## src/rtl/chained_serial_lut_pkg.sv

```systemverilog
// Shared sizing helpers and the shift/rotate/hold mode decode for the
// serially loaded LUT bank.
package chained_serial_lut_pkg;

    // Priority-decoded operating mode for one clock cycle.
    typedef enum logic [1:0] {
        MODE_HOLD  = 2'd0,
        MODE_SHIFT = 2'd1,
        MODE_ROT   = 2'd2
    } mode_e;

    // Number of bits held by one table of 2**in_w entries of out_w bits.
    function automatic int table_bits(input int in_w, input int out_w);
        return (2 ** in_w) * out_w;
    endfunction

    // Total length of the daisy chain across n tables.
    function automatic int chain_bits(input int n, input int in_w, input int out_w);
        return n * table_bits(in_w, out_w);
    endfunction

    // Counter width able to hold the values 0..bits inclusive.
    function automatic int cnt_w(input int bits);
        return $clog2(bits + 1);
    endfunction

    // Shift enable always wins over rotate enable.
    function automatic mode_e decode_mode(input logic cs_n, input logic rot_n);
        if (!cs_n) begin
            return MODE_SHIFT;
        end
        if (!rot_n) begin
            return MODE_ROT;
        end
        return MODE_HOLD;
    endfunction

endpackage

```

## src/rtl/chained_serial_lut_mux_slice.sv

```systemverilog
// Combinational entry select from one table slice of the chain.
// Entry i occupies bits [(i+1)*OUT_WIDTH-1 -: OUT_WIDTH] of the slice.
module lut_mux_slice
    import chained_serial_lut_pkg::*;
#(
    parameter int IN_WIDTH  = 4,
    parameter int OUT_WIDTH = 3
) (
    input  logic [table_bits(IN_WIDTH, OUT_WIDTH)-1:0] i_table,
    input  logic [IN_WIDTH-1:0]                        i_sel,
    output logic [OUT_WIDTH-1:0]                       o_entry
);

    localparam int NUM_ENTRIES = 2 ** IN_WIDTH;

    logic [OUT_WIDTH-1:0] w_entries [NUM_ENTRIES];

    // Split the flat slice into an addressable entry array.
    genvar gi;
    generate
        for (gi = 0; gi < NUM_ENTRIES; gi++) begin : g_entry
            assign w_entries[gi] = i_table[gi*OUT_WIDTH +: OUT_WIDTH];
        end
    endgenerate

    // Select the addressed entry.
    always_comb begin
        o_entry = w_entries[i_sel];
    end

endmodule

```

## src/rtl/chained_serial_lut.sv

```systemverilog
// Bank of NUM_LUTS lookup tables loaded through one daisy-chained shift
// register. Tracks whether the current load session has filled the whole
// chain, supports per-table rotation, and exposes the chain tail on dout
// so several tiles can be cascaded.
module chained_serial_lut
    import chained_serial_lut_pkg::*;
#(
    parameter int IN_WIDTH  = 4,
    parameter int OUT_WIDTH = 3,
    parameter int NUM_LUTS  = 2,
    parameter int REG_OUT   = 1
) (
    input  logic                          clk,
    input  logic                          rst_n,
    input  logic                          d,
    input  logic                          cs_n,
    input  logic                          rot_n,
    input  logic [NUM_LUTS*IN_WIDTH-1:0]  sel,
    output logic [NUM_LUTS*OUT_WIDTH-1:0] out,
    output logic                          out_valid,
    output logic                          dout,
    output logic                          loaded
);

    localparam int TABLE_BITS = table_bits(IN_WIDTH, OUT_WIDTH);
    localparam int CHAIN_BITS = chain_bits(NUM_LUTS, IN_WIDTH, OUT_WIDTH);
    localparam int CNT_W      = cnt_w(CHAIN_BITS);

    localparam logic [CNT_W-1:0] CNT_MAX = CNT_W'(CHAIN_BITS);
    localparam logic [CNT_W-1:0] CNT_ONE = CNT_W'(1);

    logic [CHAIN_BITS-1:0]          r_chain;
    logic [CNT_W-1:0]               r_cnt;
    logic                           r_loaded;
    logic                           r_cs_n_q;

    mode_e                          w_mode;
    logic [CHAIN_BITS-1:0]          w_rot_chain;
    logic [CNT_W-1:0]               w_cnt_next;
    logic [NUM_LUTS*OUT_WIDTH-1:0]  w_lookup;

    // Decode this cycle's operation; shift has priority over rotate.
    always_comb begin
        w_mode = decode_mode(cs_n, rot_n);
    end

    // Per-table rotation and lookup. Rotating by one entry moves entry i+1
    // into entry i and wraps entry 0 to the top, i.e. each slice rotates
    // right by OUT_WIDTH bits independently of its neighbours.
    genvar gi;
    generate
        for (gi = 0; gi < NUM_LUTS; gi++) begin : g_lut
            assign w_rot_chain[gi*TABLE_BITS +: TABLE_BITS] =
                {r_chain[gi*TABLE_BITS +: OUT_WIDTH],
                 r_chain[gi*TABLE_BITS + OUT_WIDTH +: TABLE_BITS - OUT_WIDTH]};

            lut_mux_slice #(
                .IN_WIDTH  (IN_WIDTH),
                .OUT_WIDTH (OUT_WIDTH)
            ) u_mux (
                .i_table (r_chain[gi*TABLE_BITS +: TABLE_BITS]),
                .i_sel   (sel[gi*IN_WIDTH +: IN_WIDTH]),
                .o_entry (w_lookup[gi*OUT_WIDTH +: OUT_WIDTH])
            );
        end
    endgenerate

    // Chain storage: shift in d at bit 0, rotate tables, or hold.
    always_ff @(posedge clk or negedge rst_n) begin
        if (!rst_n) begin
            r_chain <= '0;
        end else begin
            case (w_mode)
                MODE_SHIFT: r_chain <= {r_chain[CHAIN_BITS-2:0], d};
                MODE_ROT:   r_chain <= w_rot_chain;
                default:    r_chain <= r_chain;
            endcase
        end
    end

    // Saturating increment for continuing sessions.
    always_comb begin
        w_cnt_next = (r_cnt == CNT_MAX) ? r_cnt : (r_cnt + CNT_ONE);
    end

    // Session tracking: a shift following a deselected cycle restarts the
    // count; loaded only rises once a single session covers the chain.
    always_ff @(posedge clk or negedge rst_n) begin
        if (!rst_n) begin
            r_cs_n_q <= 1'b1;
            r_cnt    <= '0;
            r_loaded <= 1'b0;
        end else begin
            r_cs_n_q <= cs_n;
            if (w_mode == MODE_SHIFT) begin
                if (r_cs_n_q) begin
                    r_cnt    <= CNT_ONE;
                    r_loaded <= (CHAIN_BITS == 1);
                end else begin
                    r_cnt    <= w_cnt_next;
                    r_loaded <= (w_cnt_next == CNT_MAX);
                end
            end
        end
    end

    assign dout   = r_chain[CHAIN_BITS-1];
    assign loaded = r_loaded;

    // Output stage: registered lookup of the pre-edge table, or a direct
    // combinational path when REG_OUT is zero.
    generate
        if (REG_OUT != 0) begin : g_reg_out
            logic [NUM_LUTS*OUT_WIDTH-1:0] r_out;
            logic                          r_out_valid;

            // Capture the lookup and the loaded state every cycle.
            always_ff @(posedge clk or negedge rst_n) begin
                if (!rst_n) begin
                    r_out       <= '0;
                    r_out_valid <= 1'b0;
                end else begin
                    r_out       <= w_lookup;
                    r_out_valid <= r_loaded;
                end
            end

            assign out       = r_out;
            assign out_valid = r_out_valid;
        end else begin : g_comb_out
            assign out       = w_lookup;
            assign out_valid = r_loaded;
        end
    endgenerate

endmodule

```

## config.mk

```make
export PLATFORM = sky130hd
export DESIGN_NAME = chained_serial_lut
export DESIGN_NICKNAME = d
export VERILOG_FILES = /design/src/rtl/chained_serial_lut_pkg.sv /design/src/rtl/chained_serial_lut_mux_slice.sv /design/src/rtl/chained_serial_lut.sv
export SDC_FILE = /design/constraint.sdc
export NUM_CORES = 1
export LEC_CHECK = 0
export ABC_AREA = 1
export BUFFER_PORTS_ARGS = -buffer_cell sky130_fd_sc_hd__buf_2
export CELL_PAD_IN_SITES_DETAIL_PLACEMENT = 0
export CELL_PAD_IN_SITES_GLOBAL_PLACEMENT = 1
export CORE_MARGIN = 4
export CORE_UTILIZATION = 51
export CTS_CLUSTER_SIZE = 20
export DETAILED_ROUTE_END_ITERATION = 12
export PLACE_DENSITY_LB_ADDON = 0.1
export SETUP_SLACK_MARGIN = 0.15
export SLEW_MARGIN = 10
export SYNTH_ARGS = -nofsm -noshare
export SYNTH_HDL_FRONTEND = slang
export SYNTH_SLANG_ARGS = --single-unit
```

## constraint.sdc

```tcl
create_clock -name clk -period 3.1 [get_ports clk]
set_input_delay 0.62 -clock clk [delete_from_list [all_inputs] [get_ports clk]]
set_output_delay 0.62 -clock clk [all_outputs]
set_load 0.01 [all_outputs]
```

==> run_summary.xml <==
<?xml version="1.0" encoding="UTF-8"?>
<metrics>
  <group name="status">
    <metric name="result_of_the_run" unit="">complete, no violations</metric>
  </group>
  <group name="power_and_ir_drop">
    <metric name="power.density" unit="mW/mm^2">584</metric>
    <metric name="power.leakage" unit="nW">2.63</metric>
    <metric name="clock_power_share" unit="%">25.4</metric>
    <metric name="power.sequential.fraction" unit="%">54.6</metric>
    <metric name="swShare" unit="%">32.2</metric>
    <metric name="power.ir.vdd_worst" unit="mV">0.455</metric>
    <metric name="switching_power" unit="W">0.00112</metric>
    <metric name="share_comb_of_total_power" unit="%">20.0</metric>
    <metric name="cellInternalPower" unit="W">0.00236</metric>
    <metric name="total_power" unit="W">0.00349</metric>
  </group>
  <group name="clock_tree">
    <metric name="clock-root-buffer" unit="">sky130_fd_sc_hd__clkbuf_8</metric>
    <metric name="clk_transition_reported_paths" unit="ns">0.10</metric>
    <metric name="clock_latency" unit="ns">0.38</metric>
    <metric name="cts_tree" unit="">built</metric>
    <metric name="htreeDepth" unit="">3</metric>
    <metric name="cts-resized-gates" unit="">0</metric>
    <metric name="tritoncts_sinks" unit="">112</metric>
    <metric name="postCtsSetupRepairBufs" unit="">0</metric>
    <metric name="cts_buffers" unit="">9</metric>
    <metric name="cts_hold_buffers" unit="">0</metric>
    <metric name="clk_path_buf_depth" unit="">2</metric>
  </group>
  <group name="placed_design">
    <metric name="hpwlAfterDp" unit="um">8840</metric>
    <metric name="place_ws" unit="ns">1.13</metric>
    <metric name="port_buffers" unit="">21</metric>
    <metric name="gp_congestion" unit="">0.862</metric>
  </group>
  <group name="finish">
    <metric name="most_frequent_cells_in_the_layout" unit="">sky130_fd_sc_hd__nand2_1, sky130_fd_sc_hd__dfrtp_1, sky130_fd_sc_hd__inv_1</metric>
    <metric name="design.final.nets" unit="">670</metric>
    <metric name="syn2layout_area_growth" unit="%">5.71</metric>
    <metric name="mostFrequentLayoutCell" unit="">sky130_fd_sc_hd__nand2_1</metric>
    <metric name="insertedDiodeCount" unit="">0</metric>
    <metric name="utilization" unit="%">55.1</metric>
    <metric name="fraction_of_final_layout_cells_sized_beyond_drive_strength_1" unit="%">7.27</metric>
  </group>
  <group name="worst_setup_path">
    <metric name="critPathMaxFanout" unit="">3</metric>
    <metric name="crit_path_max_incr_delay" unit="ns">0.42</metric>
    <metric name="worst-setup-path-type" unit="">reg2out</metric>
    <metric name="critical_path_at" unit="ns">0.95</metric>
    <metric name="timing.critical_path.to_type" unit="">primary output</metric>
    <metric name="timing.critical_path.cells" unit="">buf_2</metric>
    <metric name="cp.required" unit="ns">2.48</metric>
    <metric name="critPathSlowestCell" unit="">sky130_fd_sc_hd__dfrtp_1</metric>
    <metric name="critical_path_buf_inv_count" unit="">1</metric>
    <metric name="worstSetupStartpointType" unit="">flop</metric>
    <metric name="worstSetupStartpoint" unit="">r_chain[95]$_DFFE_PN0P_</metric>
    <metric name="critical_path.top_delay_family" unit="">flip-flops</metric>
    <metric name="crit-reg2reg-launch" unit="">r_cnt[0]$_DFFE_PN0N_</metric>
  </group>
  <group name="floorplanning">
    <metric name="die_footprint" unit="mm^2">0.0128</metric>
    <metric name="initial_core_util" unit="%">52.1</metric>
    <metric name="die_x" unit="um">113</metric>
    <metric name="core.rowCount" unit="">38</metric>
    <metric name="core_area" unit="mm^2">0.0108</metric>
    <metric name="io-pin-count" unit="">22</metric>
    <metric name="die-height" unit="um">113</metric>
  </group>
  <group name="grt">
    <metric name="grt_use_total" unit="%">22.0</metric>
    <metric name="wire_length_of_the_first_global_routing_pass" unit="um">23200</metric>
    <metric name="via_count_of_the_first_global_routing_pass" unit="">4640</metric>
    <metric name="antenna_violations_before_repair" unit="">0</metric>
    <metric name="largest_net_degree_at_the_start_of_global_routing" unit="">97</metric>
    <metric name="overflow" unit="">0</metric>
  </group>
  <group name="routing">
    <metric name="drc_errors" unit="">0</metric>
    <metric name="via_count" unit="">4740</metric>
    <metric name="viasPerCell" unit="">5.93</metric>
    <metric name="dr.pass1.iters" unit="">5</metric>
    <metric name="drt-wirelength-per-cell" unit="um">16.9</metric>
    <metric name="detailedRoute.firstIterationViolations" unit="">463</metric>
    <metric name="postRouteWirelength" unit="um">13500</metric>
    <metric name="drt.antenna.violating_nets" unit="">0</metric>
  </group>
  <group name="sta">
    <metric name="finalHoldWorstSlack" unit="ns">0.244</metric>
    <metric name="setup_slack" unit="ns">1.53</metric>
    <metric name="fmax" unit="GHz">0.636</metric>
    <metric name="final.period_utilization" unit="%">50.7</metric>
    <metric name="final-max-slew-violation-count" unit="">0</metric>
    <metric name="finalSetupViolations" unit="">0</metric>
    <metric name="rsz0062_at_grt" unit="">false</metric>
    <metric name="final.min_clock_period" unit="ns">1.57</metric>
    <metric name="skew" unit="ns">0.0112</metric>
    <metric name="timing.setup.tns" unit="ns">0</metric>
    <metric name="relSlewSlack" unit="%">51.6</metric>
    <metric name="final_hold_viol_count" unit="">0</metric>
    <metric name="worst-slew-pin-transition" unit="ns">0.726</metric>
  </group>
  <group name="synth">
    <metric name="syn_inst" unit="">662</metric>
    <metric name="yosys_warnings" unit="">0</metric>
    <metric name="synth.largest_area_cell" unit="">sky130_fd_sc_hd__dfrtp_1</metric>
    <metric name="synth_cell_types" unit="">26</metric>
    <metric name="netlist_top_cells_area" unit="">sky130_fd_sc_hd__dfrtp_1, sky130_fd_sc_hd__o221ai_1, sky130_fd_sc_hd__nand2_1</metric>
    <metric name="avgSynthCellArea" unit="um^2">8.54</metric>
    <metric name="synth_seq_area_share" unit="%">49.6</metric>
    <metric name="syn_nets" unit="">677</metric>
    <metric name="ys_ff_latch" unit="">112</metric>
    <metric name="netlist_area" unit="mm^2">0.00565</metric>
    <metric name="synth.top_cell.area_share" unit="%">49.1</metric>
  </group>
  <group name="hold_path">
    <metric name="hold_path.class" unit="">in2async</metric>
  </group>
  <group name="flow_run">
    <metric name="max-cap-violations" unit="">0</metric>
  </group>
</metrics>
cell type report:
type                            instances  area, um^2
Tap cell                              140         175
Sequential cell                       112        2800
Multi-Input combinational cell        400        2220
Clock buffer                           14         193
Timing Repair Buffer                   28         185
Fill cell                            1059        4860
Clock inverter                          2        10.0
Inverter                              104         390
cell usage after synthesis:
cell and number:
sky130_fd_sc_hd__or2_1 1, sky130_fd_sc_hd__xor2_1 3, sky130_fd_sc_hd__nand2_1 163, sky130_fd_sc_hd__nor2_4 1, sky130_fd_sc_hd__nand4_1 3, sky130_fd_sc_hd__buf_4 8
sky130_fd_sc_hd__o211ai_1 39, sky130_fd_sc_hd__nor2_1 8, sky130_fd_sc_hd__nand3_1 43, sky130_fd_sc_hd__buf_1 4, sky130_fd_sc_hd__nor3_1 1, sky130_fd_sc_hd__dfrtp_1 111
sky130_fd_sc_hd__buf_6 2, sky130_fd_sc_hd__buf_2 18, sky130_fd_sc_hd__ha_1 2, sky130_fd_sc_hd__clkinv_1 1, sky130_fd_sc_hd__a21boi_0 1, sky130_fd_sc_hd__o21ai_0 30
sky130_fd_sc_hd__o221ai_1 77, sky130_fd_sc_hd__inv_1 102, sky130_fd_sc_hd__clkbuf_1 14, sky130_fd_sc_hd__inv_2 1, sky130_fd_sc_hd__a21oi_1 25, sky130_fd_sc_hd__o22ai_1 2
sky130_fd_sc_hd__dfstp_2 1, sky130_fd_sc_hd__nand2_2 1
sequential cells by signal, summed over array words and instances, names as in the netlist:
name / cells
r_chain: 96
out_valid: 1
loaded: 1
out: 6
r_cnt: 7
r_cs_n_q: 1
metal layers:
metal	GRT usage [%]	part of all wire (%)
met5	0	0
met1	33.0	49
met3	4.76	4.1
met4	6.01	1.5
met2	32.4	45
through the flow:
step / cell area, um^2 / std cells
2_1_floorplan: 5650 / 662
3_3_place_gp: 5770 / 784
3_5_place_dp: 5770 / 784
4_1_cts: 5980 / 800
5_1_grt: 5980 / 800
6_report: 5980 / 800
path summary, 6_finish.rpt:
check / to / slack [ns] / cells past startpoint
min in group clk: out_valid$_DFF_PN0_ / 0.42 / 0
max in group asynchronous: r_cs_n_q$_DFF_PN1_ / 2.06 / 2
max reg2reg: loaded$_DFFE_PN0N_ / 1.56 / 8
min reg2reg: out_valid$_DFF_PN0_ / 0.42 / 0
max: dout / 1.53 / 1
min: r_cnt[4]$_DFFE_PN0N_ / 0.24 / 1
cell families (layout without fill, tap and decap cells):
| kind of cell | Yosys count | in the layout | synth area share, % |
|---|---|---|---|
| AOI/OAI and AO/OA | 174 | 174 | 22.3 |
| xor gates and xnor gates | 3 | 3 | 0.465 |
| buffers and inverters | 150 | 148 | 11.2 |
| DFF | 112 | 112 | 49.6 |
| adders and majority gates | 2 | 2 | 0.443 |
| and+or+nand+nor | 221 | 221 | 16.0 |
power by group through the flow:
| stage | clock (W) | sequential (W) | combinational, W |
|---|---|---|---|
| 6_report | 0.000886 | 0.00190 | 0.000699 |
| 5_1_grt | 0.000965 | 0.00194 | 0.000805 |
| 4_1_cts | 0.000916 | 0.00190 | 0.000702 |
| 3_5_place_dp | 0 | 0.00193 | 0.000699 |
| 3_3_place_gp | 0 | 0.00193 | 0.000685 |
| 2_1_floorplan | 0 | 0.00187 | 0.000522 |
Note: power is estimated with default switching activity, not from simulation.
